### src/rtl/slon5_result_collector.sv
// Collects slon5 pipeline results, flags those below a target as hits and
// buffers hit tags/words in a small FIFO, with saturating statistics counters.
module slon5_result_collector #(
    parameter int DNUM_W     = 32,
    parameter int DOUT_W     = 64,
    parameter int FIFO_DEPTH = 4
) (
    input  logic              clk,
    input  logic              rst,
    input  logic              en,
    input  logic              stop_on_hit,
    input  logic [DOUT_W-1:0] target,
    input  logic              in_valid,
    input  logic [DNUM_W-1:0] in_dnum,
    input  logic [DOUT_W-1:0] in_dout,
    output logic              hit_valid,
    input  logic              hit_ready,
    output logic [DNUM_W-1:0] hit_dnum,
    output logic [DOUT_W-1:0] hit_dout,
    output logic [31:0]       proc_cnt,
    output logic [15:0]       hit_cnt,
    output logic              overflow,
    output logic [1:0]        state
);

    localparam int AW = (FIFO_DEPTH > 2) ? $clog2(FIFO_DEPTH) : 1;

    typedef enum logic [1:0] {
        ST_IDLE = 2'd0,
        ST_RUN  = 2'd1,
        ST_DONE = 2'd2
    } state_t;

    state_t            state_q, state_d;
    logic              s1_valid_q, s1_valid_d;
    logic              s1_hit_q, s1_hit_d;
    logic [DNUM_W-1:0] s1_dnum_q, s1_dnum_d;
    logic [DOUT_W-1:0] s1_dout_q, s1_dout_d;
    logic [DNUM_W-1:0] mem_dnum_q [FIFO_DEPTH];
    logic [DNUM_W-1:0] mem_dnum_d [FIFO_DEPTH];
    logic [DOUT_W-1:0] mem_dout_q [FIFO_DEPTH];
    logic [DOUT_W-1:0] mem_dout_d [FIFO_DEPTH];
    logic [AW-1:0]     rd_ptr_q, rd_ptr_d;
    logic [AW-1:0]     wr_ptr_q, wr_ptr_d;
    logic [AW:0]       count_q, count_d;
    logic [31:0]       proc_cnt_q, proc_cnt_d;
    logic [15:0]       hit_cnt_q, hit_cnt_d;
    logic              overflow_q, overflow_d;

    logic accept_s, push_req_s, empty_s, full_s, pop_s, push_s, drop_s;

    // Hit handshake and FIFO occupancy decode.
    always_comb begin
        accept_s   = in_valid && (state_q == ST_RUN);
        push_req_s = s1_valid_q && s1_hit_q;
        empty_s    = (count_q == {(AW+1){1'b0}});
        full_s     = (count_q == (AW+1)'(FIFO_DEPTH));
        pop_s      = !empty_s && hit_ready;
        push_s     = push_req_s && (!full_s || pop_s);
        drop_s     = push_req_s && full_s && !pop_s;
    end

    // Collection FSM; the stop condition is the first hit reaching stage 1.
    always_comb begin
        state_d = state_q;
        case (state_q)
            ST_IDLE: begin
                if (en) state_d = ST_RUN;
                else    state_d = ST_IDLE;
            end
            ST_RUN: begin
                if (!en)                             state_d = ST_IDLE;
                else if (stop_on_hit && push_req_s)  state_d = ST_DONE;
                else                                 state_d = ST_RUN;
            end
            ST_DONE: begin
                if (!en) state_d = ST_IDLE;
                else     state_d = ST_DONE;
            end
            default: state_d = ST_IDLE;
        endcase
    end

    // Stage 1 capture and saturating statistics.
    always_comb begin
        s1_valid_d = accept_s;
        s1_hit_d   = accept_s && (in_dout < target);
        s1_dnum_d  = accept_s ? in_dnum : s1_dnum_q;
        s1_dout_d  = accept_s ? in_dout : s1_dout_q;

        proc_cnt_d = proc_cnt_q;
        if (s1_valid_q && (proc_cnt_q != 32'hFFFF_FFFF)) proc_cnt_d = proc_cnt_q + 32'd1;
        else                                             proc_cnt_d = proc_cnt_q;

        hit_cnt_d = hit_cnt_q;
        if (push_req_s && (hit_cnt_q != 16'hFFFF)) hit_cnt_d = hit_cnt_q + 16'd1;
        else                                       hit_cnt_d = hit_cnt_q;

        overflow_d = overflow_q || drop_s;
    end

    // Hit FIFO storage and pointers; power-of-two depth lets pointers wrap naturally.
    always_comb begin
        mem_dnum_d = mem_dnum_q;
        mem_dout_d = mem_dout_q;
        wr_ptr_d   = wr_ptr_q;
        rd_ptr_d   = rd_ptr_q;
        if (push_s) begin
            mem_dnum_d[wr_ptr_q] = s1_dnum_q;
            mem_dout_d[wr_ptr_q] = s1_dout_q;
            wr_ptr_d             = wr_ptr_q + AW'(1);
        end else begin
            wr_ptr_d = wr_ptr_q;
        end
        if (pop_s) rd_ptr_d = rd_ptr_q + AW'(1);
        else       rd_ptr_d = rd_ptr_q;
        case ({push_s, pop_s})
            2'b10:   count_d = count_q + (AW+1)'(1);
            2'b01:   count_d = count_q - (AW+1)'(1);
            default: count_d = count_q;
        endcase
    end

    // Control and statistics registers.
    always_ff @(posedge clk) begin
        if (rst) begin
            state_q    <= ST_IDLE;
            s1_valid_q <= 1'b0;
            s1_hit_q   <= 1'b0;
            s1_dnum_q  <= {DNUM_W{1'b0}};
            s1_dout_q  <= {DOUT_W{1'b0}};
            rd_ptr_q   <= {AW{1'b0}};
            wr_ptr_q   <= {AW{1'b0}};
            count_q    <= {(AW+1){1'b0}};
            proc_cnt_q <= 32'd0;
            hit_cnt_q  <= 16'd0;
            overflow_q <= 1'b0;
        end else begin
            state_q    <= state_d;
            s1_valid_q <= s1_valid_d;
            s1_hit_q   <= s1_hit_d;
            s1_dnum_q  <= s1_dnum_d;
            s1_dout_q  <= s1_dout_d;
            rd_ptr_q   <= rd_ptr_d;
            wr_ptr_q   <= wr_ptr_d;
            count_q    <= count_d;
            proc_cnt_q <= proc_cnt_d;
            hit_cnt_q  <= hit_cnt_d;
            overflow_q <= overflow_d;
        end
    end

    // FIFO payload needs no reset: it is only visible through a non-zero count.
    always_ff @(posedge clk) begin
        mem_dnum_q <= mem_dnum_d;
        mem_dout_q <= mem_dout_d;
    end

    assign hit_valid = !empty_s;
    assign hit_dnum  = empty_s ? {DNUM_W{1'b0}} : mem_dnum_q[rd_ptr_q];
    assign hit_dout  = empty_s ? {DOUT_W{1'b0}} : mem_dout_q[rd_ptr_q];
    assign proc_cnt  = proc_cnt_q;
    assign hit_cnt   = hit_cnt_q;
    assign overflow  = overflow_q;
    assign state     = state_q;

endmodule
### config.mk
export PLATFORM = sky130hd
export DESIGN_NAME = slon5_result_collector
export DESIGN_NICKNAME = d
export VERILOG_FILES = /design/src/rtl/slon5_result_collector.sv
export SDC_FILE = /design/constraint.sdc
export NUM_CORES = 1
export LEC_CHECK = 0
export CAP_MARGIN = 20
export CORE_ASPECT_RATIO = 0.8
export CORE_UTILIZATION = 49
export DETAILED_ROUTE_END_ITERATION = 12
export PLACE_DENSITY = 0.76
export SYNTH_ARGS = -nofsm -noshare
export SYNTH_HDL_FRONTEND = slang
export SYNTH_SLANG_ARGS = --single-unit
export TNS_END_PERCENT = 5
### constraint.sdc
create_clock -name clk -period 6.4 [get_ports clk]
set_clock_uncertainty 0.05 [all_clocks]
set_input_delay 1.28 -clock clk [delete_from_list [all_inputs] [get_ports clk]]
set_output_delay 1.28 -clock clk [all_outputs]
set_load 0.005 [all_outputs]
==> reports/results.md, run 1 <==
| Stage | Parameter | Value |
|:---|:---|:---|
| timing | Post-route worst setup slack | 2024 ps |
| power | NetSw | 1.410 mW |
| power | Power after layout | 6.873 mW |
| layout | Fraction of final layout cells sized beyond drive strength 1 | 10.35% |
| setup path | Setup CP Type | register to output pin |
| timing | Post-layout min period | 4376 ps |
| cts | Number of buffers inserted to repair setup after CTS | 0 |
| synthesis | Sequential element share of the synthesized area | 66.66% |
| layout | Commonest non-fill, non-tap cell in the layout | sky130_fd_sc_hd__edfxtp_1 |
| cts | Worst-skew pair later-pin latency | 550 ps |
| setup path | Endpoint required time on the critical path | 5070 ps |
| routing | DRC marker count from the first detailed-route iteration | 962 |
| power | Power Internal | 5.464 mW |
| routing | Aggregate routed wire length | 52510 µm |
| routing | Average wire per standard cell | 20.86 µm |
| synthesis | Count of synthesis-stage warnings from yosys | 0 |
| setup path | Data arrival time at the worst-slack endpoint | 3050 ps |
| die | Width of the die | 238.8 µm |
| setup path | Worst-path fanout max | 28 |
| cts | Library cell used as clock root buffer | sky130_fd_sc_hd__clkbuf_16 |
| synthesis | Synth Area per Inst | 14.03 µm² |
| cts | Post-CTS clock slew at the launch and capture registers of the worst setup and hold paths | 70 ps |
| power | Lkg Pwr | 9.453 nW |
| power | Cell Pwr Density | 251.6 nW/µm² |
| placement | HPWL after DPL | 33280 µm |
| timing | RSZ-0062 raised after global routing | no |
| die | Boundary pin count | 314 |
| synthesis | Synthesis-stage register bit count | 540 |
| global routing | First-pass GRT wire length | 79940 µm |
| power | Part of the total power dissipated in combinational logic | 4.2% |
| setup path | Kind of end point of the critical path | output pin |
| power | Part of the power in the clock network | 41.0% |
| die | Placement Rows | 69 |
| layout | Final non-filler cell area | 27310 µm² |
| placement | Number of instances in the placed design | 2424 |
| global routing | Remaining global-route overflow | 0 |
| timing | Relative slew margins | 27.11% |
| power | Sequential fraction of design power | 54.8% |
| routing | Drt pass-1 iters | 5 |
| power | Peak supply drop | 0.0001725 V |
| timing | Worst-Margin Slew | 1093 ps |
| layout | Layout Utilization | 61.67% |
| run status | Result of the run | complete, no violations |
| timing | Max Transition Viols Final | 0 |
| die | Core region area | 44290 µm² |
| die | Initial Util | 49.63% |
| placement | Placer Congestion | 0.8000 |
| cts | CTS max path bufs | 3 |
| power | Sw frac | 20.51% |
| routing | DR vias/cell | 5.466 |
| synthesis | Synthesized net count | 1804 |
| layout | Number of standard cells in the final layout excluding fillers | 2517 |
| synthesis | Total standard cell area after synthesis | 21980 µm² |
| die | Die extent in y | 191.4 µm |
| layout | Filler cells | 3329 |
| synthesis | Number of synthesized flops with an enable pin | 384 |
| synthesis | Number of distinct library cells after synthesis | 45 |
| cts | Resized Gates After CTS | 0 |
| layout | Area growth from synthesis to layout | 24.26% |
| cts | Clock buffer count from CTS | 50 |
| routing | Remaining antenna violation count after routing | 0 |
| layout | Layout net count | 2110 |
| placement | Dpl ws | 2307 ps |
| cts | Maximum level of the CTS H-tree | 2 |
| timing | Final hold viol count | 0 |
| synthesis | Top FF cell, synth | sky130_fd_sc_hd__edfxtp_1 |
| timing | Post-route worst hold slack | 435.5 ps |
| placement | Instance area at placement | 25760 µm² |
| global routing | Number of antenna violations at the first check in global routing | 4 |
| setup path | Crit start category | register |
| worst hold path | Hold Path Class | register to register |
| timing | Highest attainable clock frequency | 228.5 MHz |
| cts | TritonCTS clock tree | built |
| cts | Hold-fix buffer count after cts | 0 |
| synthesis | Async set or reset register ratio after synthesis | 0% |
| global routing | Vias in the first global route | 13862 |
| cts | CTS sink cnt | 540 |
| synthesis | Number of instances in the synthesized netlist | 1567 |
| layout | Most frequent cells in the layout | sky130_fd_sc_hd__edfxtp_1, sky130_fd_sc_hd__clkdlybuf4s50_1, sky130_fd_sc_hd__nand2_1 |
| timing | Total of endpoints with negative setup slack in the final report | 0 |
| die | Total Die Area | 45720 µm² |
| timing | Aggregate negative setup slack | 0 ps |
| timing | Share of the cycle needed by the critical path after routing | 68.38% |
| placement | Port Buf Inserts | 313 |
| routing | Vias | 13758 |
| run | Number of maximum-capacitance violations | 0 |
| global routing | GR Util All Layers | 23.11% |
| global routing | Largest net degree at the start of global routing | 99 |
| routing | Drc violations | 0 |
[per-layer routing]
| layer | share of wire [%] | GRT usage [%] | vias up |
|---|---|---|---|
| met4 | 1.7 | 5.646 | 2 |
| met2 | 47 | 36.53 | 481 |
| met1 | 43 | 32.57 | 6875 |
| met3 | 7.9 | 5.213 | 64 |
| met5 | 0.025 | 0 | - |
| li1 | - | - | 6336 |
[area by class of cell]
| cell class | instances | area, µm² | area share, % |
|---|---|---|---|
| Timing Repair Buffer | 329 | 3277 | 12.00 |
| Multi-Input combinational cell | 877 | 6787 | 24.85 |
| Antenna cell | 1 | 2.502 | 0.009161 |
| Clock buffer | 76 | 1460 | 5.346 |
| Sequential cell | 540 | 14660 | 53.68 |
| Inverter | 75 | 281.5 | 1.031 |
| Tap cell | 603 | 754.5 | 2.762 |
| Clock inverter | 16 | 91.34 | 0.3344 |
[worst paths after layout]
kind               start  slack, ps  cells past startpoint           end
min             overflow        440                      2      overflow
max reg2reg   count_q[0]       3560                      8    count_q[2]
min reg2reg     overflow        440                      2      overflow
max          rd_ptr_q[0]       2020                      4  hit_dnum[29]
[state kept, by name, summed over array words and instances, names as in the netlist]
register    cells
mem_dout_q    256
mem_dnum_q    128
s1_dout_q      64
proc_cnt       32
s1_dnum_q      32
hit_cnt        16
count_q         3
rd_ptr_q        2
state           2
wr_ptr_q        2
overflow        1
s1_hit_q        1
s1_valid_q      1
[synthesized netlist by cell type (3+ instances only)]
cell                       count  area, µm²
sky130_fd_sc_hd__nor4b_1       3      26.28
sky130_fd_sc_hd__nor2_1       69      259.0
sky130_fd_sc_hd__nand2_1     219      822.0
sky130_fd_sc_hd__and4_1        5      43.79
sky130_fd_sc_hd__a21oi_1     127      635.6
sky130_fd_sc_hd__mux4_2       96       2162
sky130_fd_sc_hd__ha_1         70      875.8
sky130_fd_sc_hd__buf_1        11      41.29
sky130_fd_sc_hd__a21o_1        3      22.52
sky130_fd_sc_hd__a31oi_1       6      37.54
sky130_fd_sc_hd__nor3_1        8      40.04
sky130_fd_sc_hd__nor4_1        5      31.28
sky130_fd_sc_hd__dfxtp_1     156       3123
sky130_fd_sc_hd__mux2i_1       4      40.04
sky130_fd_sc_hd__edfxtp_1    384      11530
sky130_fd_sc_hd__and3_1       11      68.82
sky130_fd_sc_hd__and2_1      102      638.1
sky130_fd_sc_hd__clkbuf_1     60      225.2
sky130_fd_sc_hd__xnor2_1      18      157.7
sky130_fd_sc_hd__xor2_1       26      227.7
sky130_fd_sc_hd__nand4_1      24      150.1
sky130_fd_sc_hd__inv_1        75      281.5
sky130_fd_sc_hd__a211oi_1      6      45.04
sky130_fd_sc_hd__o21ai_0      15      75.07
sky130_fd_sc_hd__nand3_1      28      140.1
sky130_fd_sc_hd__buf_2         4      20.02
sky130_fd_sc_hd__or3_1         7      43.79
sky130_fd_sc_hd__or4_1         3      22.52
[logic make-up after synthesis]
family / after synthesis / synth area share [%]
flops: 540 / 66.66
buf+inv: 150 / 2.584
xor+xnor: 44 / 1.753
fa+ha+maj: 71 / 4.075
simple gates: 491 / 10.66
compound gates: 171 / 4.252
mux: 100 / 10.02
[worst max-delay path, cell delays in order (launching register included)]
cell	delay [ps]
sky130_fd_sc_hd__dfxtp_4	730
sky130_fd_sc_hd__buf_4	510
sky130_fd_sc_hd__mux4_2	570
sky130_fd_sc_hd__and2_1	200
sky130_fd_sc_hd__clkdlybuf4s50_1	460
[power by group through the flow]
| stage | logic [mW] | clock network (mW) | registers (mW) |
|---|---|---|---|
| 2_1_floorplan | 0.120 | 0 | 3.83 |
| 3_3_place_gp | 0.282 | 0 | 3.84 |
| 3_5_place_dp | 0.290 | 0 | 3.84 |
| 4_1_cts | 0.293 | 2.87 | 3.76 |
| 5_1_grt | 0.320 | 3.00 | 3.77 |
| 6_report | 0.291 | 2.82 | 3.77 |
Note: power is estimated with default switching activity, not from simulation.
==> run 2: changes to the inputs <==
--- a/config.mk
+++ b/config.mk
@@ -9,7 +9,7 @@
 export CORE_ASPECT_RATIO = 0.8
 export CORE_UTILIZATION = 49
 export DETAILED_ROUTE_END_ITERATION = 12
-export PLACE_DENSITY = 0.76
+export PLACE_DENSITY = 0.79
 export SYNTH_ARGS = -nofsm -noshare
 export SYNTH_HDL_FRONTEND = slang
 export SYNTH_SLANG_ARGS = --single-unit
==> constraint.sdc (replaced) <==
create_clock -name clk -period 3.8 [get_ports clk]
set_clock_uncertainty 0.05 [all_clocks]
set_input_delay 0.76 -clock clk [delete_from_list [all_inputs] [get_ports clk]]
set_output_delay 0.76 -clock clk [all_outputs]
set_load 0.005 [all_outputs]
==> run 2 against run 1 <==
Compared with the run above: sequential share of layout area down 0.88 points; combinational power increased by 68%; clock power is 89% higher; global-route usage down 0.97 points; first-iteration DRC count is 1.1% lower; largest power group unchanged; utilization is 1.0 points higher; total power is 77% higher; clock-buffer cell count down 7; worst hold slack better by 1.8 ps; die area unchanged; register-to-register slack got worse by 2600 ps; sequential cell count did not move.
==> reports/results.md, run 2 (synthesized netlist as in run 1, its figures left out) <==
| Stage | Parameter | Value | Delta |
|:---|:---|:---|:---|
| global routing | Remaining global-route overflow | 0 | unchanged |
| power | Lkg Pwr | 9.640 nW | was 9.453 nW |
| power | NetSw | 2.497 mW | was 1.410 mW |
| die | Die extent in y | 191.4 µm | unchanged |
| placement | Placer Congestion | 0.8319 | was 0.8000 |
| power | Cell Pwr Density | 437.4 nW/µm² | was 251.6 nW/µm² |
| layout | Number of standard cells in the final layout excluding fillers | 2527 | was 2517 |
| global routing | GR Util All Layers | 22.14% | was 23.11% |
| cts | Library cell used as clock root buffer | sky130_fd_sc_hd__clkbuf_16 | unchanged |
| global routing | Largest net degree at the start of global routing | 117 | was 99 |
| setup path | RR Startpoint | count_q[0] | unchanged |
| routing | Remaining antenna violation count after routing | 0 | unchanged |
| setup path | Worst Setup SP | rd_ptr_q[0] | unchanged |
| setup path | Worst reg-to-reg path cell count | 9 | was 8 |
| routing | Average wire per standard cell | 20.15 µm | was 20.86 µm |
| die | Boundary pin count | 314 | unchanged |
| routing | Drc violations | 0 | unchanged |
| layout | Antenna Cells | 0 | was 1 |
| die | Width of the die | 238.8 µm | unchanged |
| cts | Maximum level of the CTS H-tree | 2 | unchanged |
| timing | Highest attainable clock frequency | 282.2 MHz |  |
| layout | Commonest non-fill, non-tap cell in the layout | sky130_fd_sc_hd__edfxtp_1 | unchanged |
| setup path | Kind of end point of the critical path | output pin | unchanged |
| cts | Post-CTS clock slew at the launch and capture registers of the worst setup and hold paths | 70 ps | about the same |
| power | Part of the power in the clock network | 43.8% | was 41.0% |
| die | Placement Rows | 69 | unchanged |
| setup path | Reg2reg setup slack | 950 ps | was 3560 ps |
| run status | Result of the run | complete, no violations | unchanged |
| placement | Dpl ws | 123.6 ps | was 2307 ps |
| timing | Total of endpoints with negative setup slack in the final report | 0 | unchanged |
| layout | Final non-filler cell area | 27770 µm² | was 27310 µm² |
| cts | Number of buffers inserted to repair setup after CTS | 0 | unchanged |
| layout | Storage cell area | 14660 µm² | unchanged |
| cts | Hold-fix buffer count after cts | 0 | unchanged |
| cts | CTS sink cnt | 540 | unchanged |
| setup path | Worst setup path end | hit_dout[5] | was hit_dnum[29] |
| timing | Final hold viol count | 0 | unchanged |
| setup path | End of the worst register-to-register path | count_q[2] | unchanged |
| setup path | Data arrival time at the worst-slack endpoint | 2730 ps | was 3050 ps |
| routing | DRC marker count from the first detailed-route iteration | 951 | was 962 |
| setup path | Cells along the critical path | buf_12, mux4_2, and2_1, clkdlybuf4s50_1 | was buf_4, mux4_2, and2_1, clkdlybuf4s50_1 |
| routing | Drt pass-1 iters | 4 | was 5 |
| setup path | Delay of the slowest cell on the worst path | 590 ps | was 730 ps |
| timing | Post-route worst setup slack | 256.1 ps | was 2024 ps |
| global routing | Vias in the first global route | 13818 | was 13862 |
| layout | Area growth from synthesis to layout | 26.33% | was 24.26% |
| power | Sw frac | 20.56% | was 20.51% |
| routing | Vias | 13684 | was 13758 |
| global routing | First-pass GRT wire length | 77030 µm | was 79940 µm |
| die | Core region area | 44290 µm² | unchanged |
| placement | Port Buf Inserts | 313 | unchanged |
| setup path | Setup CP Type | register to output pin | unchanged |
| power | Power Internal | 9.651 mW | was 5.464 mW |
| timing | Post-route worst hold slack | 437.2 ps | was 435.5 ps |
| layout | Register with the most flip-flops | mem_dout_q | unchanged |
| timing | Aggregate negative setup slack | 0 ps | unchanged |
| layout | Area of the multi-input gates | 6785 µm² | was 6787 µm² |
| routing | Aggregate routed wire length | 50910 µm | was 52510 µm |
| setup path | Crit start category | register | unchanged |
| timing | RSZ-0062 raised after global routing | no | unchanged |
| cts | Resized Gates After CTS | 0 | unchanged |
| setup path | Worst-path fanout max | 28 | unchanged |
| layout | Fraction of final layout cells sized beyond drive strength 1 | 11.43% | was 10.35% |
| global routing | Number of antenna violations at the first check in global routing | 0 | was 4 |
| layout | Layout net count | 2117 | was 2110 |
| placement | HPWL after DPL | 32030 µm | was 33280 µm |
| setup path | Standard cell with the maximum stage delay on the critical path | sky130_fd_sc_hd__mux4_2 | was sky130_fd_sc_hd__dfxtp_4 |
| timing | Max Transition Viols Final | 0 | unchanged |
| power | Power after layout | 12.15 mW | was 6.873 mW |
| die | Initial Util | 49.63% | unchanged |
| power | Peak supply drop | 0.0003594 V | was 0.0001725 V |
| worst hold path | Hold Path Class | register to register | unchanged |
| layout | Number of flip-flops under the largest register name | 256 | unchanged |
| run | Number of maximum-capacitance violations | 0 | unchanged |
| layout | Most frequent cells in the layout | sky130_fd_sc_hd__edfxtp_1, sky130_fd_sc_hd__clkdlybuf4s50_1, sky130_fd_sc_hd__nand2_1 | unchanged |
| layout | Filler cells | 3225 | was 3329 |
| power | Part of the total power dissipated in combinational logic | 4.0% | was 4.2% |
| timing | Relative slew margins | 30.45% | was 27.11% |
| power | Sequential fraction of design power | 52.2% | was 54.8% |
| placement | Number of instances in the placed design | 2429 | was 2424 |
| die | Total Die Area | 45720 µm² | unchanged |
| timing | Post-layout min period | 3544 ps |  |
| cts | Worst-skew pair later-pin latency | 590 ps | was 550 ps |
| placement | Instance area at placement | 25960 µm² | was 25760 µm² |
| cts | Clock buffer count from CTS | 52 | was 50 |
| layout | Layout Utilization | 62.70% | was 61.67% |
| cts | TritonCTS clock tree | built | unchanged |
| cts | CTS max path bufs | 3 | unchanged |
| setup path | Endpoint required time on the critical path | 2990 ps | was 5070 ps |
| routing | DR vias/cell | 5.415 | was 5.466 |
| layout | Largest regs | mem_dout_q: 256 flops, mem_dnum_q: 128 flops, s1_dout_q: 64 flops | unchanged |
| timing | Worst-Margin Slew | 1017 ps | was 1093 ps |
| timing | Share of the cycle needed by the critical path after routing | 93.26% |  |
-- run 2: worst max-delay path: cells and delay by family, from the launching register on --
| family | cells | cell delay (ps) |
|---|---|---|
| simple gates | 1 | 220 |
| mux | 1 | 590 |
| flops | 1 | 560 |
| buf+inv | 2 | 760 |
-- run 2: final cells by class --
type                            count  area share (%)
Sequential cell                   540           52.80
Timing Repair Buffer              334           12.53
Clock buffer                       69           5.317
Tap cell                          603           2.717
Multi-Input combinational cell    877           24.43
Clock inverter                     29           1.194
Inverter                           75           1.014
-- run 2: power groups by stage --
stage | Combinational (mW) | Sequential [mW] | Clock, mW
after floorplan | 0.202 | 6.45 | 0
final | 0.488 | 6.34 | 5.32
after global routing | 0.536 | 6.34 | 5.65
after detailed placement | 0.486 | 6.47 | 0
after global placement | 0.472 | 6.46 | 0
after CTS | 0.490 | 6.34 | 5.41
-- run 2: worst min-delay path by stage --
stage	start	depth (start not counted)	slack (ps)	to
global route	s1_dout_q[33]	0	450	mem_dout_q[161]
CTS	s1_dout_q[32]	0	440	mem_dout_q[224]
global placement	s1_dout_q[16]	0	420	mem_dout_q[144]
floorplan	s1_dnum_q[0]	0	410	mem_dnum_q[0]
finish	s1_dout_q[33]	0	440	mem_dout_q[161]
detailed placement	s1_dout_q[24]	0	430	mem_dout_q[216]
-- run 2: routing by layer --
layer	part of all wire (%)	track usage (%)	vias to the layer above
li1	-	-	6373
met1	43	30.26	6798
met2	48	36.19	440
met3	7.3	4.462	73
met4	2.0	6.016	0
met5	0	0	-
